`config.mk`:
```
export PLATFORM = sky130hd
export DESIGN_NAME = multicycle_control_unit
export DESIGN_NICKNAME = d
export VERILOG_FILES = /design/src/rtl/multicycle_control_unit.sv
export SDC_FILE = /design/constraint.sdc
export NUM_CORES = 1
export LEC_CHECK = 0
export ABC_AREA = 1
export CELL_PAD_IN_SITES_DETAIL_PLACEMENT = 0
export CELL_PAD_IN_SITES_GLOBAL_PLACEMENT = 1
export CORE_MARGIN = 2
export CORE_UTILIZATION = 28
export CTS_CLUSTER_DIAMETER = 60
export DETAILED_ROUTE_END_ITERATION = 16
export GPL_ROUTABILITY_DRIVEN = 0
export PLACE_DENSITY_LB_ADDON = 0.1
export SETUP_SLACK_MARGIN = 0.2
export SLEW_MARGIN = 10
export SYNTH_ARGS = -nofsm -noshare
export SYNTH_HDL_FRONTEND = slang
export SYNTH_SLANG_ARGS = --single-unit
```
`constraint.sdc`:
```
create_clock -name clk -period 1.63 [get_ports clk]
set_input_delay 0.326 -clock clk [delete_from_list [all_inputs] [get_ports clk]]
set_output_delay 0.326 -clock clk [all_outputs]
set_load 0.1 [all_outputs]
```
`src/rtl/multicycle_control_unit.sv`:
```
// Multi-cycle RV32I control FSM: FETCH/DECODE/EXEC/MEM/WB sequencing with
// ready handshakes; outputs decode from state plus latched instruction fields.
module multicycle_control_unit #(
    parameter bit MUL_EN          = 1'b0,
    parameter bit TRAP_ON_ILLEGAL = 1'b1
) (
    input  logic       clk,
    input  logic       rst_n,
    input  logic [6:0] opcode,
    input  logic [2:0] funct3,
    input  logic [6:0] funct7,
    input  logic       i_ready,
    input  logic       dm_ready,
    input  logic       alu_done,
    output logic       IMRd,
    output logic       IRWr,
    output logic       PCWr,
    output logic       PCWrCond,
    output logic [2:0] BrOp,
    output logic       RUWr,
    output logic [2:0] IMMSrc,
    output logic [1:0] ALUASrc,
    output logic       ALUBSrc,
    output logic [4:0] ALUop,
    output logic       ALUStart,
    output logic       DMRd,
    output logic       DMWR,
    output logic [2:0] DMCtrl,
    output logic [1:0] RUDataWrSrc,
    output logic       illegal,
    output logic [2:0] state
);
    typedef enum logic [2:0] {
        S_IDLE   = 3'b000,
        S_FETCH  = 3'b001,
        S_DECODE = 3'b010,
        S_EXEC   = 3'b011,
        S_MEM    = 3'b100,
        S_WB     = 3'b101,
        S_TRAP   = 3'b110
    } state_t;

    state_t     state_q, state_d;
    logic [6:0] op_q, op_d;
    logic [2:0] f3_q, f3_d;
    logic [6:0] f7_q, f7_d;
    logic       mwait_q, mwait_d;

    logic is_op, is_opi, is_ld, is_st, is_br;
    logic is_jal, is_jalr, is_lui, is_auipc, is_m, legal;

    always_comb begin
        is_op    = (op_q == 7'b0110011);
        is_opi   = (op_q == 7'b0010011);
        is_ld    = (op_q == 7'b0000011);
        is_st    = (op_q == 7'b0100011);
        is_br    = (op_q == 7'b1100011);
        is_jal   = (op_q == 7'b1101111);
        is_jalr  = (op_q == 7'b1100111);
        is_lui   = (op_q == 7'b0110111);
        is_auipc = (op_q == 7'b0010111);
        is_m     = MUL_EN && is_op && (f7_q == 7'b0000001);
        legal    = 1'b0;
        if (is_op) begin
            legal = (f7_q == 7'b0000000) || is_m ||
                    ((f7_q == 7'b0100000) &&
                     ((f3_q == 3'b000) || (f3_q == 3'b101)));
        end else if (is_opi) begin
            if (f3_q == 3'b001)
                legal = (f7_q == 7'b0000000);
            else if (f3_q == 3'b101)
                legal = (f7_q == 7'b0000000) || (f7_q == 7'b0100000);
            else
                legal = 1'b1;
        end else if (is_ld) begin
            legal = !((f3_q == 3'b011) || (f3_q[2:1] == 2'b11));
        end else if (is_st) begin
            legal = (f3_q <= 3'b010);
        end else begin
            legal = is_br || is_jal || is_jalr || is_lui || is_auipc;
        end
    end

    always_comb begin
        state_d = state_q;
        op_d    = op_q;
        f3_d    = f3_q;
        f7_d    = f7_q;
        mwait_d = 1'b0;
        case (state_q)
            S_IDLE: state_d = S_FETCH;
            S_FETCH: begin
                if (i_ready) begin
                    state_d = S_DECODE;
                    op_d    = opcode;
                    f3_d    = funct3;
                    f7_d    = funct7;
                end
            end
            S_DECODE: begin
                if (legal)
                    state_d = S_EXEC;
                else
                    state_d = TRAP_ON_ILLEGAL ? S_TRAP : S_FETCH;
            end
            S_EXEC: begin
                // mwait_q marks that the start pulse has already been issued
                if (is_m) begin
                    mwait_d = 1'b1;
                    if (alu_done)
                        state_d = S_WB;
                end else if (is_ld || is_st) begin
                    state_d = S_MEM;
                end else if (is_br) begin
                    state_d = S_FETCH;
                end else begin
                    state_d = S_WB;
                end
            end
            S_MEM: begin
                if (dm_ready)
                    state_d = is_ld ? S_WB : S_FETCH;
            end
            S_WB:    state_d = S_FETCH;
            S_TRAP:  state_d = S_TRAP;
            default: state_d = S_IDLE;
        endcase
    end

    always_ff @(posedge clk) begin
        if (!rst_n) begin
            state_q <= S_IDLE;
            op_q    <= 7'd0;
            f3_q    <= 3'd0;
            f7_q    <= 7'd0;
            mwait_q <= 1'b0;
        end else begin
            state_q <= state_d;
            op_q    <= op_d;
            f3_q    <= f3_d;
            f7_q    <= f7_d;
            mwait_q <= mwait_d;
        end
    end

    always_comb begin
        IMRd        = 1'b0;
        IRWr        = 1'b0;
        PCWr        = 1'b0;
        PCWrCond    = 1'b0;
        BrOp        = 3'b000;
        RUWr        = 1'b0;
        IMMSrc      = 3'b000;
        ALUASrc     = 2'b00;
        ALUBSrc     = 1'b0;
        ALUop       = 5'b00000;
        ALUStart    = 1'b0;
        DMRd        = 1'b0;
        DMWR        = 1'b0;
        DMCtrl      = 3'b000;
        RUDataWrSrc = 2'b00;
        case (state_q)
            S_FETCH: begin
                IMRd = 1'b1;
                IRWr = i_ready;
                PCWr = i_ready;
            end
            S_EXEC: begin
                if (is_op) begin
                    ALUop    = is_m ? {2'b10, f3_q} : {1'b0, f7_q[5], f3_q};
                    ALUStart = is_m && !mwait_q;
                end else if (is_opi) begin
                    ALUBSrc = 1'b1;
                    ALUop   = {1'b0, (f3_q == 3'b101) && f7_q[5], f3_q};
                end else if (is_ld || is_st) begin
                    ALUBSrc = 1'b1;
                    IMMSrc  = is_ld ? 3'b001 : 3'b010;
                end else if (is_br) begin
                    ALUop    = 5'b01000;
                    IMMSrc   = 3'b011;
                    PCWrCond = 1'b1;
                    BrOp     = f3_q;
                end else if (is_jal) begin
                    PCWr    = 1'b1;
                    ALUASrc = 2'b01;
                    ALUBSrc = 1'b1;
                    IMMSrc  = 3'b101;
                end else if (is_jalr) begin
                    PCWr    = 1'b1;
                    ALUBSrc = 1'b1;
                end else if (is_lui || is_auipc) begin
                    ALUASrc = is_lui ? 2'b10 : 2'b01;
                    ALUBSrc = 1'b1;
                    IMMSrc  = 3'b100;
                end
            end
            S_MEM: begin
                DMRd   = is_ld;
                DMWR   = is_st;
                DMCtrl = f3_q;
            end
            S_WB: begin
                RUWr = 1'b1;
                if (is_ld)
                    RUDataWrSrc = 2'b01;
                else if (is_jal || is_jalr)
                    RUDataWrSrc = 2'b10;
            end
            default: ;
        endcase
    end

    assign illegal = (state_q == S_TRAP);
    assign state   = state_q;
endmodule

```
==> impl_metrics.py, run 1 <==
metrics = {
    "global_route": {
        "grt_max_degree": 27,
        "use_met2": 0.335,
        "globalRouteTotalUtil": 0.185,
        "grt_pass1_wl_mm": 7.62,
        "gr-usage-met1": 0.226,
        "gr-total-overflow": 0,
        "gr-usage-met3": 0.0250,
        "grt.busiest_layer": "met2",
        "grt_pass1_vias": 1689,
        "antenna_found_initial": 0,
    },
    "timing": {
        "setup_viol": 25,
        "fin_ws_ps": -358,
        "hold_viol_final": 0,
        "tns_ps": -5550,
        "holdWs_ps": 502,
        "period_share": 1.22,
        "fin_worst_skew_ps": 1.11,
        "max_freq_mhz": 503,
        "rsz0062_at_grt": "true",
        "slew_viol_final": 0,
        "fin_crit_ps": 1990,
    },
    "clocking": {
        "cts.sinks": 20,
        "htreeDepth": 1,
        "cts_hold_buf": 0,
        "cts-root-buf": "clkbuf_8",
        "clkTransAtPathRegs_ps": 80,
        "cts_tree": "yes",
        "clk_latency_ps": 260,
        "cts.path.max_buffers": 2,
        "cts_buffers": 3,
    },
    "setup_path": {
        "endpoint": "IMMSrc[0]",
        "crit_family": "simple AND/OR/NAND/NOR gates",
        "slowest_delay_ps": 340,
        "critPathRequiredTime_ps": 1300,
        "cp_cell_sequence": "inv_2, nand2_2, nor2_4, buf_6, nand4_4, nand2_2, nand2_2, clkinvlp_4, buf_12",
        "worst-r2r-setup-slack_ps": -80,
        "rr_startpoint": "op_q[3]",
        "crit_start": "op_q[3]",
        "cp_common_cell": "nand2_2",
        "reg2reg_depth": 13,
        "slowest_stage": "dfxtp_2",
        "arrival_ps": 1660,
        "cp_max_fo": 5,
        "end_kind": "output pin",
        "rr_endpoint": "state[0]",
        "crit_buf_inv": 4,
        "crit_path_start_kind": "flip-flop",
        "setup.worst_path.class": "reg2out",
        "path_depth": 9,
    },
    "floorplanning": {
        "io-pin-count": 53,
        "die_h_um": 72.2,
        "fp.dieW_um": 72.2,
        "rows": 24,
        "coreArea_um2": 4410,
        "start_util": 0.295,
        "dieArea_um2": 5220,
    },
    "synth": {
        "ys_types": 26,
        "synth_top_area_frac": 0.307,
        "synth_area_um2": 1300,
        "synth.area.top_cells": "dfxtp_1 (31%), nor2_1 (12%), nand2_1 (10%)",
        "synthArstFlopShare": 0,
        "yosysWarnings": 0,
        "synth_flop_cell": "dfxtp_1",
        "seq_area_frac_synth": 0.307,
        "ys_ff_latch": 20,
        "synthesis.instances": 210,
        "avgSynthCellArea_um2": 6.21,
        "yosysTopAreaCell": "dfxtp_1",
        "synth_edf_count": 0,
    },
    "drt": {
        "drt_iter0_drc": 68,
        "num_vias": 1694,
        "route.detailed.drc": 0,
        "drt_pass1_iterations": 4,
        "wl_per_cell_um": 12.7,
        "ant_nets": 0,
        "via_per_inst": 4.64,
        "routed_wl_mm": 4.65,
    },
    "placed_design": {
        "place_inst": 335,
        "hpwl_mm": 3.25,
        "portBuffers": 49,
        "place_area_um2": 2570,
    },
    "final_layout": {
        "diodes": 0,
        "drive_above_1_share": 0.588,
        "ff_latch_area_um2": 422,
        "finalNonFillerCells": 365,
        "final_area_um2": 3170,
        "final_nets": 336,
        "multiInputGateArea_um2": 1130,
        "area_growth_pct": 143,
        "fill_cells": 329,
    },
    "outcome": {
        "outcome": "finished with violations",
        "violations": "negative setup slack",
    },
    "power": {
        "p_leak_nw": 1.39,
        "p_per_area_nw_per_um2": 1270,
        "vdd_drop_max_uv": 640,
    },
    "hold_path": {
        "worstHoldPathType": "reg2reg",
    },
    "job": {
        "drv_cap": 0,
    },
}
## through the flow
step	utilization	power, mW	worst slack [ps]
6_report	0.717	4.03	-358
5_1_grt	0.717	4.27	-444
4_1_cts	0.655	3.66	-373
3_5_place_dp	0.583	2.91	-140
3_3_place_gp	0.583	2.89	-128
2_1_floorplan	-	2.14	-1070
## worst min path at each step
stage | start | to | slack [ps] | cells past startpoint
floorplan | f7_q[5] | f7_q[5] | 460 | 2
global placement | f7_q[5] | f7_q[5] | 480 | 2
detailed placement | f7_q[5] | f7_q[5] | 480 | 2
CTS | f7_q[5] | f7_q[5] | 490 | 2
global route | f7_q[1] | f7_q[1] | 550 | 2
finish | f7_q[5] | f7_q[5] | 500 | 2
## where the power goes
part | total [mW] | leakage, nW | switching (mW) | internal (mW)
clock network | 0.451 | 0.0339 | 0.185 | 0.266
logic | 2.75 | 1.19 | 1.59 | 1.16
registers | 0.823 | 0.169 | 0.156 | 0.667
## flip-flops by register name, indices dropped and copies added, names as in the netlist
register	count
f3_q	3
state	3
f7_q	7
op_q	7
## cell families (layout without fill, tap and decap cells)
group / Yosys count / in the layout / synth area share
AOI/OAI and AO/OA: 41 / 41 / 0.170
buffers and inverters: 40 / 142 / 0.133
DFF: 20 / 20 / 0.307
other: 1 / 2 / 0.00288
and+or+nand+nor: 108 / 108 / 0.387
## per-layer routing
layer / vias to the layer above / share of wire
li1: 876 / -
met1: 776 / 0.42
met2: 38 / 0.54
met3: 4 / 0.031
met4: 0 / 0.0082
met5: - / 0
## worst min-delay path: stages, from the launching register on
cell	delay (ps)
dfxtp_1	340
inv_1	70
a21oi_1	50
## synth_stat cells, types with 2 or more instances
cell and number:
nor3_1 9, nand2_1 35, a21oi_1 14, nand3_1 9, o21ai_0 18, dfxtp_1 20, nor2_2 2, o21a_1 2
inv_1 28, nand2_2 3, buf_4 2, buf_6 2, inv_2 6, o21ai_1 3, a211oi_1 3, nor2_1 42
nor2_4 3
## layout by cell type, fill, tap and decap left out, types with 13 or more instances in the layout
cell and n:
buf_12 31, buf_4 31, nor2_1 29, nand2_1 27, clkdlybuf4s50_1 20, buf_6 18
nor2_4 17, inv_2 14, inv_1 13, o21ai_2 13
## layout make-up
| class | count | share of cell area |
|---|---|---|
| inverters | 35 | 0.0498 |
| flip-flops and latches | 20 | 0.133 |
| multi-input cells | 151 | 0.358 |
| clock buffers | 4 | 0.0209 |
| well taps | 52 | 0.0206 |
| repair buffers | 103 | 0.417 |
## what timing repair did
action | 4_1_cts | 5_1_grt
pin swaps | 15 | 23
setup buffers | 15 | 9
resized for setup | 47 | 57
endpoints found under the setup margin | 38 | 46
cloned | 0 | 2
No activity file was read; power rests on OpenSTA's default activity.
==> run 2: changes to the inputs <==
--- a/config.mk
+++ b/config.mk
@@ -8,6 +8,7 @@
 export ABC_AREA = 1
 export CELL_PAD_IN_SITES_DETAIL_PLACEMENT = 0
 export CELL_PAD_IN_SITES_GLOBAL_PLACEMENT = 1
+export CORE_ASPECT_RATIO = 1.1
 export CORE_MARGIN = 2
 export CORE_UTILIZATION = 28
 export CTS_CLUSTER_DIAMETER = 60
==> impl_metrics.py, run 2 (same netlist as run 1, synthesis figures left out) <==
metrics = {
    "outcome": {
        "violations": "negative setup slack",
        "outcome": "finished with violations",
    },
    "setup_path": {
        "reg2reg_depth": 15,
        "arrival_ps": 1620,
        "cp_max_fo": 4,
        "setup.worst_path.class": "reg2out",
        "rr_startpoint": "op_q[2]",
        "worst-r2r-setup-slack_ps": -180,
        "critPathRequiredTime_ps": 1300,
        "crit_start": "op_q[1]",
        "crit_path_start_kind": "flip-flop",
        "end_kind": "output pin",
        "endpoint": "IMMSrc[1]",
        "rr_endpoint": "state[2]",
    },
    "timing": {
        "hold_viol_final": 0,
        "slew_viol_final": 0,
        "fin_crit_ps": 1950,
        "fin_ws_ps": -320,
        "tns_ps": -5380,
        "fin_worst_skew_ps": 3.18,
        "period_share": 1.20,
        "max_freq_mhz": 513,
        "setup_viol": 25,
        "rsz0062_at_grt": "true",
    },
    "clocking": {
        "clk_latency_ps": 260,
        "clkTransAtPathRegs_ps": 80,
        "cts-root-buf": "clkbuf_8",
        "htreeDepth": 1,
        "cts.path.max_buffers": 2,
        "cts_hold_buf": 0,
        "cts.sinks": 20,
        "cts_buffers": 3,
        "cts_tree": "yes",
    },
    "drt": {
        "wl_per_cell_um": 12.6,
        "drt_iter0_drc": 52,
        "drt_pass1_iterations": 4,
        "route.detailed.drc": 0,
        "highest_layer": "met4",
        "routed_wl_mm": 4.69,
        "routed-wl-met2_mm": 2.63,
        "num_vias": 1699,
        "ant_nets": 0,
        "via_per_inst": 4.55,
        "met3WireLength_um": 100,
        "wl_met1_mm": 1.90,
    },
    "global_route": {
        "grt_pass1_vias": 1601,
        "grt_max_degree": 27,
        "grt_pass1_wl_mm": 6.93,
        "gr-total-overflow": 0,
        "globalRouteTotalUtil": 0.165,
        "antenna_found_initial": 0,
    },
    "floorplanning": {
        "coreArea_um2": 4550,
        "io-pin-count": 53,
        "rows": 26,
        "die_h_um": 75.6,
        "fp.dieW_um": 69.1,
        "dieArea_um2": 5220,
        "start_util": 0.286,
    },
    "final_layout": {
        "drive_above_1_share": 0.606,
        "area_growth_pct": 149,
        "finalNonFillerCells": 373,
        "final_common_cell": "buf_4",
        "final_nets": 340,
        "diodes": 0,
        "layout_common_cells": "buf_4 (40), buf_12 (33), nand2_1 (29)",
        "final_area_um2": 3240,
        "postLayoutCoreUtil": 0.712,
        "reg_top3": "f7_q: 7 flops, op_q: 7 flops",
    },
    "placed_design": {
        "place_inst": 342,
        "portBuffers": 49,
        "hpwl_mm": 3.22,
        "place_area_um2": 2600,
    },
    "job": {
        "drv_cap": 0,
    },
    "power": {
        "p_per_area_nw_per_um2": 1200,
        "totalPowerFinal_mw": 3.88,
        "p_leak_nw": 1.42,
        "vdd_drop_max_uv": 756,
    },
    "hold_path": {
        "worstHoldPathType": "reg2reg",
    },
}
[run 2: cell type report]
class | count | area [um2]
tap | 56 | 70.1
sequential | 20 | 419
multi-input combinational | 151 | 1200
fill | 370 | 1310
timing repair buffer | 107 | 1350
inverter | 35 | 154
clock buffer | 4 | 45.0
[run 2: repair_timing]
action	CTS	global route
setup buffers	15	9
pin swaps	19	26
gates resized for setup	51	50
setup endpoints to repair	37	45
gates cloned	0	3
[run 2: through the flow]
step / hold slack [ps] / setup WS (ps)
global route: 551 / -401
detailed placement: 492 / -112
floorplan: 457 / -1070
global placement: 475 / -87.5
CTS: 519 / -333
finish: 515 / -320
[run 2: worst min-delay path by stage]
stage	startpoint	end	cells past startpoint
6_report	f7_q[6]	f7_q[6]	2
5_1_grt	f7_q[5]	f7_q[5]	2
4_1_cts	f7_q[0]	f7_q[0]	2
3_5_place_dp	f7_q[5]	f7_q[5]	2
3_3_place_gp	f7_q[5]	f7_q[5]	2
2_1_floorplan	f7_q[5]	f7_q[5]	2
[run 2: routing by layer]
metal / up-vias / global-route usage
met4: 0 / 0.0523
met1: 786 / 0.186
met2: 28 / 0.332
met5: - / 0
li1: 881 / -
met3: 4 / 0.0159
[run 2: critical path: stages (launching register included)]
cell and delay, ps:
dfxtp_2 350, nand2_4 80, nor2_4 180, nand2_2 100, nor2_4 140, inv_2 70
a211oi_4 240, buf_12 210
[run 2: power by group]
part / switching (mW) / internal (mW) / total, mW
Clock: 0.169 / 0.174 / 0.343
Combinational: 1.56 / 1.13 / 2.69
Sequential: 0.176 / 0.665 / 0.841
